## config.mk

```make
export PLATFORM = sky130hd
export DESIGN_NAME = my_param_regfile
export DESIGN_NICKNAME = d
export VERILOG_FILES = /design/src/rtl/my_param_regfile.sv
export SDC_FILE = /design/constraint.sdc
export NUM_CORES = 2
export LEC_CHECK = 0
export ABC_CLOCK_PERIOD_IN_PS = 12300
export CAP_MARGIN = 20
export CORE_MARGIN = 2
export CORE_UTILIZATION = 45
export CTS_BUF_LIST = sky130_fd_sc_hd__clkbuf_8
export CTS_CLUSTER_SIZE = 24
export DETAILED_ROUTE_END_ITERATION = 12
export GPL_ROUTABILITY_DRIVEN = 0
export PLACE_DENSITY = 0.62
export REMOVE_ABC_BUFFERS = 1
export SETUP_SLACK_MARGIN = 0.02
export SLEW_MARGIN = 10
export SYNTH_ARGS = -nofsm -noshare
export SYNTH_HDL_FRONTEND = slang
export SYNTH_SLANG_ARGS = --single-unit
export TNS_END_PERCENT = 1
```

## constraint.sdc

```tcl
create_clock -name clock -period 12.3 [get_ports clock]
set_clock_uncertainty 0.1 [all_clocks]
set_input_delay 2.46 -clock clock [delete_from_list [all_inputs] [get_ports clock]]
set_output_delay 2.46 -clock clock [all_outputs]
set_load 0.005 [all_outputs]
```

## src/rtl/my_param_regfile.sv

```systemverilog
`default_nettype none
// ============================================================================
// Module      : my_param_regfile
// Description : Parameterised flip-flop register file with one write port and
//               two independent registered read ports (A and B).
//               - Optional hard-wired zero register (ZERO_REG).
//               - Optional write-to-read bypass on the same edge (BYPASS).
//               - Out-of-range writes are dropped; out-of-range reads return 0.
//               - Read data and valid appear one cycle after the request.
//
// Ports       :
//   clock             in   1           rising-edge clock
//   ctrl_reset        in   1           synchronous active-high reset
//   ctrl_writeEnable  in   1           write strobe
//   ctrl_writeReg     in   ADDR_WIDTH  write address
//   data_writeReg     in   DATA_WIDTH  write data
//   ctrl_readEnA/B    in   1           read request, port A / B
//   ctrl_readRegA/B   in   ADDR_WIDTH  read address, port A / B
//   data_readRegA/B   out  DATA_WIDTH  registered read data, port A / B
//   valid_readA/B     out  1           read data valid, port A / B
//
// Revision    : 1.0  initial release
// ============================================================================
module my_param_regfile #(
    parameter int DATA_WIDTH = 32,
    parameter int DEPTH      = 32,
    parameter int ADDR_WIDTH = 5,
    parameter int ZERO_REG   = 1,
    parameter int BYPASS     = 1
) (
    input  logic                  clock,
    input  logic                  ctrl_reset,
    input  logic                  ctrl_writeEnable,
    input  logic [ADDR_WIDTH-1:0] ctrl_writeReg,
    input  logic [DATA_WIDTH-1:0] data_writeReg,
    input  logic                  ctrl_readEnA,
    input  logic                  ctrl_readEnB,
    input  logic [ADDR_WIDTH-1:0] ctrl_readRegA,
    input  logic [ADDR_WIDTH-1:0] ctrl_readRegB,
    output logic [DATA_WIDTH-1:0] data_readRegA,
    output logic [DATA_WIDTH-1:0] data_readRegB,
    output logic                  valid_readA,
    output logic                  valid_readB
);

    // Array index width; never wider than ADDR_WIDTH since DEPTH <= 2**ADDR_WIDTH.
    localparam int c_IDX_W = (DEPTH > 1) ? $clog2(DEPTH) : 1;

    // DEPTH resized to ADDR_WIDTH+1 bits so that DEPTH == 2**ADDR_WIDTH is
    // still representable in the range comparison.
    localparam logic [ADDR_WIDTH:0] c_DEPTH_EXT = (ADDR_WIDTH + 1)'(DEPTH);

    // ------------------------------------------------------------------------
    // Helpers
    // ------------------------------------------------------------------------
    function automatic logic addr_in_range(input logic [ADDR_WIDTH-1:0] addr);
        return ({1'b0, addr} < c_DEPTH_EXT);
    endfunction

    function automatic logic addr_is_zero_reg(input logic [ADDR_WIDTH-1:0] addr);
        return (ZERO_REG != 0) && (addr == '0);
    endfunction

    // ------------------------------------------------------------------------
    // Storage
    // ------------------------------------------------------------------------
    logic [DATA_WIDTH-1:0] mem_q [DEPTH];

    logic                  wr_qual;
    logic [c_IDX_W-1:0]    wr_idx;

    // A write qualifies when strobed, in range and not aimed at a hard-wired
    // zero register. Reset priority is applied in the storage process, so
    // this term deliberately excludes ctrl_reset.
    assign wr_qual = ctrl_writeEnable
                   && addr_in_range(ctrl_writeReg)
                   && !addr_is_zero_reg(ctrl_writeReg);
    assign wr_idx  = ctrl_writeReg[c_IDX_W-1:0];

    always_ff @(posedge clock) begin
        if (ctrl_reset) begin
            for (int i = 0; i < DEPTH; i++) begin
                mem_q[i] <= '0;
            end
        end else if (wr_qual) begin
            mem_q[wr_idx] <= data_writeReg;
        end
    end

    // ------------------------------------------------------------------------
    // Read ports: index 0 is port A, index 1 is port B
    // ------------------------------------------------------------------------
    logic [1:0]            rd_en;
    logic [ADDR_WIDTH-1:0] rd_addr [2];

    assign rd_en[0]   = ctrl_readEnA;
    assign rd_en[1]   = ctrl_readEnB;
    assign rd_addr[0] = ctrl_readRegA;
    assign rd_addr[1] = ctrl_readRegB;

    for (genvar p = 0; p < 2; p++) begin : g_rd_port
        logic [DATA_WIDTH-1:0] rdata_d;
        logic [DATA_WIDTH-1:0] rdata_q;
        logic                  valid_d;
        logic                  valid_q;
        logic [c_IDX_W-1:0]    rd_idx;

        assign rd_idx = rd_addr[p][c_IDX_W-1:0];

        // Priority: out-of-range / zero register force zero, then bypass of a
        // same-edge qualifying write, then the stored entry. When idle the
        // data register simply holds.
        always_comb begin
            rdata_d = rdata_q;
            valid_d = 1'b0;
            if (rd_en[p]) begin
                valid_d = 1'b1;
                if (!addr_in_range(rd_addr[p]) || addr_is_zero_reg(rd_addr[p])) begin
                    rdata_d = '0;
                end else if ((BYPASS != 0) && wr_qual && (ctrl_writeReg == rd_addr[p])) begin
                    rdata_d = data_writeReg;
                end else begin
                    rdata_d = mem_q[rd_idx];
                end
            end
        end

        // Reset discards any request presented on the same edge.
        always_ff @(posedge clock) begin
            if (ctrl_reset) begin
                rdata_q <= '0;
                valid_q <= 1'b0;
            end else begin
                rdata_q <= rdata_d;
                valid_q <= valid_d;
            end
        end
    end

    assign data_readRegA = g_rd_port[0].rdata_q;
    assign valid_readA   = g_rd_port[0].valid_q;
    assign data_readRegB = g_rd_port[1].rdata_q;
    assign valid_readB   = g_rd_port[1].valid_q;

endmodule
`default_nettype wire

```

==> metrics.cfg <==
[die]
num_io_pins=118
rows=130
width_of_the_die_um=360
start_util_pct=45.4
design.core.area_um2=126000
design.die.area_um2=130000
floorplan.die.height_um=360

[layout]
design.final.nets=4217
design_area_um2=63800
area_growth_syn_to_layout_pct=11.8
drive_above_1_share_pct=18.1
final_util_pct=50.8

[power_and_ir_drop]
power.switching_mw=2.26
static_leak_nw=22.7
comb_power_share_pct=12.1
seqPwrFrac_pct=52.2
internal-power_mw=6.16
p_total_mw=8.42
netSwitchingFraction_pct=26.8
proportion_of_power_drawn_by_the_clock_network_pct=35.8
vdd.ir_drop.worst_mv=0.0934
power-per-cell-area_nw_per_um2=132

[sta]
finalSetupViolations=0
period_share_pct=45.2
worst_pin_slew_ps=1280
final.hold.worst_slack_ps=474
final_hold_viol_count=0
timing.max_slew.rel_slack_pct=14.5
timing.fmax_mhz=180
total_negative_slack_ps=0
post-route-min-period_ps=5560
rsz0062_at_grt=no
slew_viol_final=0

[synthesis]
synth_sequential_area_ratio_pct=56.2
post_synth_mux_area_share_pct=19.3
post_synth_xor_area_fraction_pct=0.153
synth_compound_area_share_pct=7.68
post_syn_area_per_cell_um2=13.8
synthSimpleGateAreaFrac_pct=13.4
synth_edf_count=1024
synth_top_cell_by_area=edfxtp_1
ys_async_sr_fraction_pct=0
synthesis.area_um2=57100
synth_warnings=0
prevailing_post_synth_register_cell=edfxtp_1
post_synth_inst_count=4123
combinational_family_with_the_most_area_after_synthesis=multiplexers
synth.top_cells.by_count=1028 x and2_1, 1024 x edfxtp_1, 392 x mux2i_1
synth.lib_cells_used.distinct=43
synthAdderAreaFrac_pct=0
post_synth_main_area_contributors=edfxtp_1 54%, mux4_2 12%, and2_1 11%
synth.most_common_cell=and2_1
synth_top_area_share_pct=53.9
synth.ff_latch_count=1090

[clock_tree]
clock_sink_count=1090
clk_latency_ps=900
worst_setup_hold_path_clk_slew_ps=60
clock_root_cell=clkbuf_8
clockBufferDepth=3
hold_buffers=0
tritoncts=built
numCtsBuffers=182
post_cts_buffers=0
htree_levels=4
postCtsResizedCells=0

[drt]
drtIter0Drc=4997
routed-via-count=37794
drtAntennaViolNets=0
route.final.wire_length_mm=197
route.detailed.drc=0
highest_routing_layer_actually_used=met5
drt_first_pass_iters=6
wl_met1_mm=77.5
met2RoutedLength_mm=92.0
post_drt_via_cell_ratio=6.33
met3RoutedLength_mm=21.4
route.detailed.wl_per_inst_um=33.1

[critical_path]
cp_slowest_stage_delay_ps=820
cp-startpoint=ctrl_writeReg[2]
worst_path_dominant_cell_family=buffers and inverters
cp_num_cells=6
crit_path_max_fanout=32
endpoint=mem_q[12][11]
endpoint_arrival_time_on_the_critical_path_ps=5960
path_cells=clkdlybuf4s50_1 -> or3_1 -> nand4bb_1 -> buf_4 -> o21ai_4 -> buf_4
timing.critical_path.buf_inv=3
crit-reg2reg-capture=data_readRegA[10]
crit_required_ps=12710
setup.worst_path.class=input pin to flip-flop
regToRegSetupSlack_ps=9340
r2r.worst_path.cells=5
cp-end-kind=flip-flop
critPathSlowestCell=nand4bb_1
worst_setup_path_start_kind=input pin
worst_r2r_startpoint=mem_q[5][10]
critical_path.most_common_cell=buf_4

[status]
status=finished, final reports clean

[worst_hold_path]
min-delay-path-class=flip-flop to flip-flop

[global_routing]
grt_first_pass_wirelength_mm=278
grt_use_total_pct=30.2
grt_pass1_vias=37556
grt_overflow_total=0
grt_antenna_before_repair=13
grt_max_degree=115

[placement]
numPortBuffers=117
placed_instance_area_um2=60400
place.detailed.hpwl_mm=109

[run]
drv.max_cap_violation_count=0

==> registers in the layout, indices dropped and copies added (netlist names) <==
register,count
valid_readA,1
valid_readB,1
data_readRegB,32
mem_q,1024
data_readRegA,32
==> tightest hold or removal path, stage by stage (launching register included) <==
cell	delay, ps
dfxtp_1	340
a22o_1	120
or3_1	80
==> kinds of logic after synthesis <==
family,count (synthesis)
simple gates,1257
xor+xnor,10
flops,1090
compound gates,618
other cells,1
mux,708
buf+inv,439
==> routing by layer <==
layer | track usage (%) | up-vias
li1 | - | 15814
met1 | 40.9 | 19425
met2 | 47.5 | 2144
met3 | 7.27 | 407
met4 | 10.8 | 4
met5 | 0 | -
==> metrics by stage <==
step / setup WS, ps / cells
floorplan: 6160 / 3717
global placement: 5960 / 5620
detailed placement: 5940 / 5624
CTS: 6910 / 5955
global route: 6750 / 5964
finish: 6740 / 5969
==> layout by cell type (no fill, tap or decap), drive strengths merged, types with 75 or more instances in the layout <==
cell	n
clkdlybuf4s50	109
mux4	316
edfxtp	1024
a21oi	130
and2	1028
inv	75
buf	154
mux2i	392
clkbuf	197
a22oi	227
==> worst min-delay path by stage <==
stage | start | to | slack, ps | depth (start not counted)
6_report | data_readRegB[7] | data_readRegB[7] | 470 | 2
5_1_grt | data_readRegB[7] | data_readRegB[7] | 510 | 2
4_1_cts | data_readRegA[2] | data_readRegA[2] | 470 | 2
3_5_place_dp | data_readRegA[2] | data_readRegA[2] | 450 | 2
3_3_place_gp | data_readRegA[2] | data_readRegA[2] | 460 | 2
2_1_floorplan | data_readRegB[0] | data_readRegB[0] | 440 | 2
==> area by class of cell <==
cell class,count,area [µm²]
flip-flops and latches,1090,32100
clock buffers,196,2700
inverters,2,7.51
clock inverters,135,591
diodes,7,17.5
fillers,10582,61900
multi-input cells,2625,24000
well taps,1650,2060
repair buffers,264,2420
==> power by group through the flow <==
stage	logic [mW]	clock network [mW]	registers, mW
after global placement	0.991	0	4.46
after detailed placement	0.998	0	4.47
after floorplan	0.496	0	4.42
after global routing	1.06	3.20	4.42
final	1.02	3.01	4.40
after CTS	0.999	3.04	4.39
(Power assumes the default switching activity.)
==> patch (same settings) <==
The parameter `DATA_WIDTH` goes from 32 to 16.
--- a/src/rtl/my_param_regfile.sv
+++ b/src/rtl/my_param_regfile.sv
@@ -24,3 +24,3 @@
 module my_param_regfile #(
-    parameter int DATA_WIDTH = 32,
+    parameter int DATA_WIDTH = 16,
     parameter int DEPTH      = 32,
Ports: changed (resized data_readRegA, data_readRegB and data_writeReg); port bits go from 118 to 70. The function was not compared with the original's and may differ.
==> patch against the unedited design <==
Fmax about the same. Wire length decreased by 54%. Via count shrank 52%. Setup slack better by 4.4 ps. Synthesized area fell by 50%. Clock power down 49%. Total power is 49% lower. Critical path type unchanged. Largest cell class unchanged. Sequential cell count shrank 544. Cell area down 50%.
==> patch: results (changes against the unedited design) <==
- Max reg flops: 512 (was 1024)
- CTS Buf Count: 92 (was 182)
- FILL cells: 5236 (was 10600)
- Post-cts resize count: 0 (unchanged)
- Layout cells sized above 1: 0.240 (was 0.181)
- IR drop worst, VDD: 0.0000653 V (was 0.0000934 V)
- Largest net degree at the start of global routing: 67 (was 115)
- CP top delay family: simple AND/OR/NAND/NOR gates (was buffers and inverters)
- Setup Slack @ Placement: 6180 ps (was 5940 ps)
- H-tree lvl count: 3 (was 4)
- Yosys warns: 0 (unchanged)
- GRT Overall Usage: 0.276 (was 0.302)
- Crit-path slowest cell: nor2_2 (was nand4bb_1)
- FFs w/ async S/R, synth: 0 (unchanged)
- Net count, final: 1996 (was 4217)
- Outcome: finished clean (unchanged)
- First-pass GRT wire length: 130 mm (was 278 mm)
- Critical Path Fanout Max: 17 (was 32)
- Synth unique cells: 44 (was 43)
- Total Wirelength: 90.7 mm (was 197 mm)
- DPL Wire Length: 57.4 mm (was 109 mm)
- Reg clk slew, reported paths: 60 ps (about the same)
- Worst EP arrival: 5770 ps (was 5960 ps)
- First-pass DRT Iterations: 5 (was 6)
- CTS Buffer Depth: 3 (unchanged)
- Tightest Hold Check Type: flop to flop (unchanged)
- Sequential element share of the synthesized area: 0.557 (was 0.562)
- Port Buffer Count: 69 (was 117)
- CP peak stage delay: 1030 ps (was 820 ps)
- CTS root buf: clkbuf_8 (unchanged)
- Biggest register: mem_q (unchanged)
- Slew HR: 0.324 (was 0.145)
- Synth top area cells: edfxtp_1 (53%), mux4_2 (20%), and2_1 (11%) (was edfxtp_1 (54%), mux4_2 (12%), and2_1 (11%))
- Post-synth EDFFs: 512 (was 1024)
- Initial antenna violation count: 11 (was 13)
- Via count: 18000 (was 37800)
- Initial drt markers: 2163 (was 4997)
- Post-synth top cells: edfxtp_1 (512), and2_1 (496), mux4_2 (256) (was and2_1 (1028), edfxtp_1 (1024), mux2i_1 (392))
- Leakage power: 10.9 nW (was 22.7 nW)
- Final setup viols: 0 (unchanged)
- Worst-Skew Late Latency: 720 ps (was 900 ps)
- Post-CTS Setup Inserts: 0 (unchanged)
[patch: stage by stage]
step	hold slack [ps]	total power, mW	utilization	cells	cell area, sq um
finish	397	4.26	0.503	2885	31800
CTS	400	4.26	0.502	2878	31800
global route	443	4.38	0.502	2879	31800
detailed placement	383	2.75	0.476	2712	30100
global placement	381	2.74	0.475	2710	30000
floorplan	379	2.47	-	1737	27900
[patch: area by class of cell]
cell class              count  area, sq um  share of cell area
diodes                      7         17.5            0.000551
clock buffers              96         1320              0.0416
clock inverters            70          364              0.0115
multi-input cells        1191        11800               0.372
flip-flops and latches    546        16100               0.505
well taps                 846         1060              0.0333
repair buffers            129         1130              0.0355
[patch: cell families (layout without fill, tap and decap cells)]
family,count (synthesis),count (layout),synth area share
xor+xnor,10,10,0.00304
other cells,1,23,0.000130
mux,295,295,0.214
simple gates,695,695,0.147
flops,546,546,0.557
compound gates,175,175,0.0442
buf+inv,188,295,0.0344
[patch: path summary, 6_finish.rpt]
path | depth (start not counted) | endpoint | start | slack (ps)
hold reg to reg | 2 | data_readRegA[11]$_SDFFE_PP0P_ | data_readRegA[11]$_SDFFE_PP0P_ | 400
hold / removal | 2 | data_readRegA[11]$_SDFFE_PP0P_ | data_readRegA[11]$_SDFFE_PP0P_ | 400
setup reg to reg | 4 | data_readRegA[13]$_SDFFE_PP0P_ | mem_q[23][13]$_SDFFCE_PN0P_ | 10190
setup / recovery | 5 | mem_q[8][3]$_SDFFCE_PN0P_ | ctrl_writeReg[4] | 6750
[patch: worst reg2reg max path: stages, from the launching register on]
cell and delay, ps:
edfxtp_1 390, mux4_2 520, o22ai_1 710, or4_1 220, o21ai_1 50
[patch: routing by layer]
metal,wire length [um],up-vias,track usage,share of wire
met5,57,-,0,0.00063
met4,3520,8,0.117,0.039
met3,8260,161,0.0511,0.091
met2,42700,954,0.428,0.47
met1,36100,9404,0.385,0.40
li1,-,7480,-,-
[patch: power breakdown]
group / total (mW) / internal [mW] / switching (mW)
clock network: 1.54 / 0.782 / 0.755
logic: 0.516 / 0.222 / 0.294
registers: 2.20 / 2.14 / 0.0649
total: 4.26 / 3.14 / 1.11
